[config.mk]
export PLATFORM = sky130hd
export DESIGN_NAME = fifo_wr_arbiter
export DESIGN_NICKNAME = d
export VERILOG_FILES = /design/src/rtl/fifo_wr_arbiter.sv
export SDC_FILE = /design/constraint.sdc
export NUM_CORES = 1
export LEC_CHECK = 0
export BUFFER_PORTS_ARGS = -buffer_cell sky130_fd_sc_hd__buf_2
export CORE_MARGIN = 5
export CORE_UTILIZATION = 37
export DETAILED_ROUTE_END_ITERATION = 16
export PLACE_DENSITY_LB_ADDON = 0.08
export SLEW_MARGIN = 10
export SYNTH_ARGS = -nofsm -noshare
export SYNTH_HDL_FRONTEND = slang
export SYNTH_SLANG_ARGS = --single-unit
[constraint.sdc]
create_clock -name clk -period 1.57 [get_ports clk]
set_input_delay 0.157 -clock clk [delete_from_list [all_inputs] [get_ports clk]]
set_output_delay 0.157 -clock clk [all_outputs]
set_load 0.01 [all_outputs]
[src/rtl/fifo_wr_arbiter.sv]
// Round-robin arbiter sharing one FIFO write port among N_REQ producers.
// Grants one owner per burst of up to MAX_BURST beats and honours FIFO back-pressure.
module fifo_wr_arbiter #(
  parameter int N_REQ      = 4,
  parameter int DATA_WIDTH = 8,
  parameter int MAX_BURST  = 4
) (
  input  logic                          clk,
  input  logic                          rst,
  input  logic [N_REQ-1:0]              req,
  input  logic [N_REQ*DATA_WIDTH-1:0]   wr_data,
  output logic [N_REQ-1:0]              gnt,
  output logic                          fifo_push,
  output logic [DATA_WIDTH-1:0]         fifo_wdata,
  input  logic                          fifo_full,
  output logic                          busy,
  output logic [$clog2(N_REQ)-1:0]      owner
);

  localparam int OW = $clog2(N_REQ);
  localparam int CW = $clog2(MAX_BURST + 1);

  typedef enum logic {IDLE, GRANT} state_t;

  state_t          state_reg;
  logic [OW-1:0]   owner_reg;
  logic [OW-1:0]   last_owner_reg;
  logic [CW-1:0]   beat_cnt_reg;

  logic [OW-1:0]   sel_next;
  logic [CW-1:0]   beat_cnt_next;
  logic            accept;
  int              scan_idx;
  logic            found;

  logic [DATA_WIDTH-1:0] slice [N_REQ];

  genvar gi;
  generate
    for (gi = 0; gi < N_REQ; gi++) begin : g_slice
      assign slice[gi] = wr_data[gi*DATA_WIDTH +: DATA_WIDTH];
      assign gnt[gi]   = accept && (owner_reg == OW'(gi));
    end
  endgenerate

  // First requester after last_owner, wrapping modulo N_REQ.
  always_comb begin
    found    = 1'b0;
    sel_next = '0;
    scan_idx = 0;
    for (int k = 1; k <= N_REQ; k++) begin
      scan_idx = (int'(last_owner_reg) + k) % N_REQ;
      if (!found && req[OW'(scan_idx)]) begin
        found    = 1'b1;
        sel_next = OW'(scan_idx);
      end
    end
  end

  // Reset masks the outputs immediately so an aborted burst never pushes.
  assign accept        = (state_reg == GRANT) && req[owner_reg] && !fifo_full && !rst;
  assign fifo_push     = accept;
  assign fifo_wdata    = accept ? slice[owner_reg] : '0;
  assign busy          = (state_reg == GRANT) && !rst;
  assign owner         = owner_reg;
  assign beat_cnt_next = beat_cnt_reg + 1'b1;

  always_ff @(posedge clk) begin
    if (rst) begin
      state_reg      <= IDLE;
      owner_reg      <= '0;
      last_owner_reg <= OW'(N_REQ - 1);
      beat_cnt_reg   <= '0;
    end else begin
      case (state_reg)
        IDLE: begin
          if (found && !fifo_full) begin
            state_reg    <= GRANT;
            owner_reg    <= sel_next;
            beat_cnt_reg <= '0;
          end
        end
        GRANT: begin
          if (!req[owner_reg]) begin
            state_reg      <= IDLE;
            last_owner_reg <= owner_reg;
          end else if (!fifo_full) begin
            beat_cnt_reg <= beat_cnt_next;
            if (beat_cnt_next == CW'(MAX_BURST)) begin
              state_reg      <= IDLE;
              last_owner_reg <= owner_reg;
            end
          end
        end
        default: state_reg <= IDLE;
      endcase
    end
  end

endmodule

# Word level (Yosys, flattened, before mapping)
# Cells that the tools add are included.
[classes]
n_addsub = 5
order_cmp = 6
eq_ne = 9
mux = 38
bitwise_logic = 2
reduce_logical = 21
[ops]
columns = ["operator", "count"]
rows = [
  ["two-way mux 8 bit", 3],
  ["two-way mux 1 bit", 17],
  ["binary-select mux 8 bit (select 2 bit)", 1],
  ["< comparator 2 x 4 -> 1 bit, second input constant", 4],
  ["two-way mux 2 bit", 7],
  ["logical AND 1 bit", 12],
  ["binary-select mux 1 bit (select 2 bit)", 5],
  ["two-way mux 3 bit", 3],
  ["!= test 2 bit, second input constant", 3],
  ["one-hot mux 3 bit (2 select lines)", 1],
  ["AND reduction 3 bit", 2],
  ["zero test 1 bit", 5],
  ["adder 2 x 1 -> 2 bit, second input constant", 2],
  ["adder 2 bit, second input constant", 2],
  ["== test 2 bit, second input constant", 2],
  ["!= test 2 x 1 -> 1 bit, second input constant", 2],
  ["adder 3 x 1 -> 3 bit, second input constant", 1],
  ["== test 3 bit, second input constant", 1],
  ["greater-or-equal comparator 3 bit, second input constant", 1],
  ["< comparator 2 x 3 -> 1 bit, second input constant", 1],
  ["NOT 2 -> 3 bit", 1],
  ["== test 2 x 1 -> 1 bit, second input constant", 1],
  ["zero test 2 bit", 1],
  ["one-hot mux 1 bit (2 select lines)", 1],
  ["2 further kinds", 2],
]
[word_totals]
regBits = 8
elab_cells = 85

# Longest topological paths before layout
[logic_depth]
ltp_word = 17
mapped_depth = 6
mapped_depth_nobuf = 5

# Least setup slack after synthesis
# Ideal clock, no wire load.
[synth_path]
path_kind = "reg2reg"
startpoint = "register owner_reg[0] (netlist: owner[0])"
endpoint = "register last_owner_reg[0]"
setup_time_ns = 0.122
arrival_time_ns = 1.528
required_time_ns = 1.448
path_slack_ns = -0.080
stages_incl_launch_ff = 6
n_path_buf = 1
synth_period_minus_slack_ns = 1.650
path_cell_list = "dfxtp_1 buf_6 mux4_2 o21ai_4 a21oi_1 a311o_1"
[synth_via]
elab_chain_cells = 4
elab_cells_between_ends = 8
cone_classes = "2 x eq/ne; 5 x mux; 1 x reduce/logical"
[synth_rtl]
columns = ["element", "line_no", "source"]
rows = [
  ["start: declaration", "26", "logic [OW-1:0] owner_reg;"],
  ["start signal: assignment", "79", "owner_reg <= sel_next;"],
  ["binary-select mux 1 bit (select 2 bit)", "84", "if (!req[owner_reg]) begin"],
  ["two-way mux 1 bit (not written as such)", "84", ""],
  ["!= test 2 x 1 -> 1 bit (no source line) or != test 2 bit (tied branches)", "n/a", ""],
  ["AND reduction 3 bit (no source line)", "n/a", ""],
  ["end signal: assignment", "72", "last_owner_reg <= OW'(N_REQ - 1);"],
  ["end signal: assignment", "86", "last_owner_reg <= owner_reg;"],
  ["end signal: assignment", "91", "last_owner_reg <= owner_reg;"],
  ["end: declaration", "27", "logic [OW-1:0] last_owner_reg;"],
]
# Several ways; a longest one is shown, not always the timed one. The select of a mux whose other input is x is not followed.
# A chain may end at the register's enable or synchronous reset.

# Worst setup path after layout
[layout_path]
startpoint = "register owner_reg[0] (netlist: owner[0])"
endpoint = "output port fifo_wdata[6]"
[layout_via]
elab_chain_cells = 6
elab_cells_between_ends = 10
cone_classes = "6 x mux; 1 x bitwise; 3 x reduce/logical"
[layout_rtl]
columns = ["element", "line_no", "source"]
rows = [
  ["binary-select mux 1 bit (select 2 bit)", "61", "assign accept = (state_reg == GRANT) && req[owner_reg] && !fifo_full && !rst;"],
  ["two-way mux 1 bit (not written as such)", "61", ""],
  ["logical AND 1 bit (3 in a row)", "61", ""],
  ["two-way mux 8 bit *", "63", "assign fifo_wdata = accept ? slice[owner_reg] : '0;"],
  ["end: declaration", "14", "output logic [DATA_WIDTH-1:0] fifo_wdata,"],
]
# Mark *: on every way between the ends. The rest lies on a longest branch, timed or not. The select of a mux whose other input is x is not followed.

==> out/qor_table.md <==
| Item | Value |
| --- | --- |
| Met1 GRT Util | 25.1% |
| Highest achievable clock rate | 580 MHz |
| Routing usage on met2 | 27.1% |
| Largest buffer count on any clock path | 2 |
| Worst slew pin tran | 0.431 ns |
| Aggregate negative setup slack | -1.49 ns |
| Synth Net Count | 131 |
| Tightest Hold Check Type | in -> reg |
| Worst-Skew Late Latency | 0.25 ns |
| Non-filler cells in the finished layout | 186 |
| Result of the run | finished, violations left |
| Skew final | 0.00195 ns |
| WS Path Type | reg -> out |
| Core Footprint | 0.00219 mm² |
| Maximum number of pins on one net before global-route repair | 16 |
| Wire length reported by the detailed router | 2890 µm |
| Sinks on Clock Net | 8 |
| Reg-to-reg slack, setup | -0.14 ns |
| Start point of the worst min-delay path | rst |
| Unrepaired setup endpoints after global routing | yes |
| Portion of the clock cycle consumed by the worst path in the final layout | 110% |
| Share of flip-flops with an asynchronous set or reset after synthesis | 0% |
| Total of hold buffers inserted after clock tree synthesis | 0 |
| Count of cells along the worst hold path | 2 |
| FF-to-FF path depth | 5 |
| IO buf count | 54 |
| Dominant cell type by area after synthesis | sky130_fd_sc_hd__dfxtp_1 |
| Standard-cell rows | 17 |
| Met3 Usage GRT | 4.45% |
| Synthesis-to-layout area growth | 56.0% |
| Total setup violations reported at the end of the flow | 11 |
| Worst path required time | 1.41 ns |
| Fill cell total of the finished layout | 213 |
| Number of violations of the max-capacitance limit | 0 |
| Proportion of layout cells with a drive suffix above 1 | 58.9% |
| Remaining design rule violation count | 0 |
| DR WL/cell | 15.5 µm |
| Overflow after GRT | 0 |
| Proportion of netlist area held by the largest area contributor | 19.0% |
| Root buf cell | sky130_fd_sc_hd__clkbuf_4 |
| Syn Std Cell Area | 841 µm² |
| Final number of hold-violating endpoints | 0 |
| Final hold slack | 0.209 ns |
| EDFF count, synth | 0 |
| WHS Endpoint | owner[0] |
| Half-perimeter wire length after detailed placement | 2130 µm |
| Min cycle time layout | 1.73 ns |
| Wire length of the first global-routing pass | 4660 µm |
| Number of pins with negative max-slew slack in the final report | 0 |
| Vias in the first global route | 949 |
| Register clock-pin slew on the reported worst setup and hold paths | 0.05 ns |
| CP max FO | 6 |
| Number of ports placed on the die boundary | 55 |
| Drt via density | 5.36 |
| Worst setup path startpoint | owner[0] |
| Width of the die | 57.7 µm |
| Minimum setup slack in the final design | -0.155 ns |
| Number of cells after detailed placement | 176 |
| Highest-utilization routing layer at the global route stage | met2 |
| Reported leakage power | 0.687 nW |
| Max rail drop VDD | 0.402 mV |
| Power Dens Cells | 548 mW/mm² |
| Number of warnings issued by yosys | 0 |
| Endpoint arrival time on the critical path | 1.57 ns |
| Clock tree from TritonCTS | done |
| Starting Density | 38.4% |
| Flip-flop count of the largest register after layout | 3 |
| Post-synthesis sequential area ratio | 19.0% |
| Critical register-to-register path startpoint | owner[0] |
| Area contributors post-synth | sky130_fd_sc_hd__dfxtp_1, sky130_fd_sc_hd__mux4_2, sky130_fd_sc_hd__mux4_1 |
| Register bit count reported by yosys | 8 |
| Number of buffers created by CTS | 3 |
| Overall die area | 0.00333 mm² |
| Number of antenna violations at the first check in global routing | 0 |
| Global Route Usage Sum | 18.1% |
| DRC marker count from the first detailed-route iteration | 25 |
| Worst rel slew slack | 71.0% |
| Synth cell types | 38 |
| Ant diodes | 0 |
| Avg Cell Area, Syn | 9.34 µm² |
| Clock H-tree levels | 1 |
| Synthesized instance count | 90 |
| Post-synth top flop | sky130_fd_sc_hd__dfxtp_1 |
| Violated checks | negative setup slack |
| Vertical extent of the die | 57.7 µm |
| Count of vias placed by the detailed router | 997 |
| Detailed-router iteration count before antenna repair | 4 |
| CP Capture Type | output port |
| Routed Antenna Nets | 0 |
| Critical R2R Capture | last_owner_reg[1] |
| Gp weighted congestion | 0.792 |
| Startpoint Class | flip-flop |
| Total number of nets in the final design | 201 |
[metal layers]
layer	vias up	share of wire, %
li1	489	-
met4	0	0.93
met3	4	8.0
met2	39	46
met5	-	0
met1	465	45
[cells in the final DEF, fill, tap and decap left out, drive strengths merged]
cell    instances
and3            8
a211oi          1
nor2            9
nor3b           3
and4b           1
mux2            1
o211a           1
ha              2
o221ai          1
a21oi           2
a21boi          1
nand2           7
clkbuf          3
a31o            1
xnor2           1
nor4            1
o32a            1
buf            72
a21o            1
nor3            3
mux4           10
o22ai           1
dfxtp           8
a32o            1
o21ai           3
mux2i           1
inv             6
a311o           2
o211ai          1
nor4bb          1
a221oi          1
a311oi          1
nand2b          1
nand4b          1
[cell type report]
type / instances / area [µm²] / share of cell area, %
clock buffers: 3 / 22.5 / 1.72
inverters: 6 / 22.5 / 1.72
multi-input cells: 69 / 646 / 49.2
flip-flops and latches: 8 / 165 / 12.6
well taps: 28 / 35.0 / 2.67
repair buffers: 72 / 420 / 32.1
[metrics by stage]
stage	worst slack [ns]	total power, mW	utilization [%]	cell area [µm²]
CTS	-0.156	0.709	57.6	1260
detailed placement	-0.0229	0.516	54.5	1190
global placement	0.0127	0.509	54.5	1190
floorplan	0.0109	0.402	-	842
finish	-0.155	0.719	59.9	1310
global route	-0.223	0.775	59.9	1310
[worst max-delay path by stage]
| stage | endpoint | cells after the start |
|---|---|---|
| after floorplan | fifo_wdata[0] | 4 |
| after global placement | last_owner_reg[1] | 4 |
| after detailed placement | last_owner_reg[0] | 4 |
| after CTS | fifo_wdata[6] | 3 |
| after global routing | fifo_wdata[3] | 3 |
| final | fifo_wdata[6] | 3 |
[logic make-up (layout without fill, tap and decap cells)]
group                    count (synthesis)  in the layout  share of synthesized area [%]
AO/OA/AOI/OAI                           19             19                           18.8
multiplexers                            11             12                           28.0
flip-flops                               8              8                           19.0
AND/OR/NAND/NOR                         35             35                           22.5
adder cells (fa/ha/maj)                  2              2                           2.98
XOR/XNOR                                 1              1                           1.04
buffers and inverters                   14             81                           7.74
[report_power, final]
part           switching [mW]  total, mW  internal [mW]  leakage [nW]
combinational           0.143      0.330          0.187         0.606
clock                  0.0713      0.159         0.0876        0.0138
sequential             0.0135      0.230          0.217        0.0664
[critical path, cell delays in order (launching register included)]
cell and delay [ns]:
sky130_fd_sc_hd__dfxtp_4 0.39, sky130_fd_sc_hd__mux4_2 0.58, sky130_fd_sc_hd__and3_1 0.21, sky130_fd_sc_hd__buf_2 0.13
[synth_stat cells (2+ instances only)]
cell type,count
sky130_fd_sc_hd__nor2_1,9
sky130_fd_sc_hd__and3_1,8
sky130_fd_sc_hd__dfxtp_1,8
sky130_fd_sc_hd__nand2_1,7
sky130_fd_sc_hd__inv_1,6
sky130_fd_sc_hd__mux4_2,6
sky130_fd_sc_hd__clkbuf_1,5
sky130_fd_sc_hd__mux4_1,3
sky130_fd_sc_hd__nor3_1,3
sky130_fd_sc_hd__nor3b_1,3
sky130_fd_sc_hd__a21oi_1,2
sky130_fd_sc_hd__a311o_1,2
sky130_fd_sc_hd__ha_1,2
sky130_fd_sc_hd__o21ai_0,2
[repair_timing]
item	4_1_cts	5_1_grt
gates resized for setup	7	9
setup buffers	3	3
setup endpoints to repair	11	18
gates cloned	1	0
pin swaps	8	0
No activity file was read; power rests on OpenSTA's default activity.
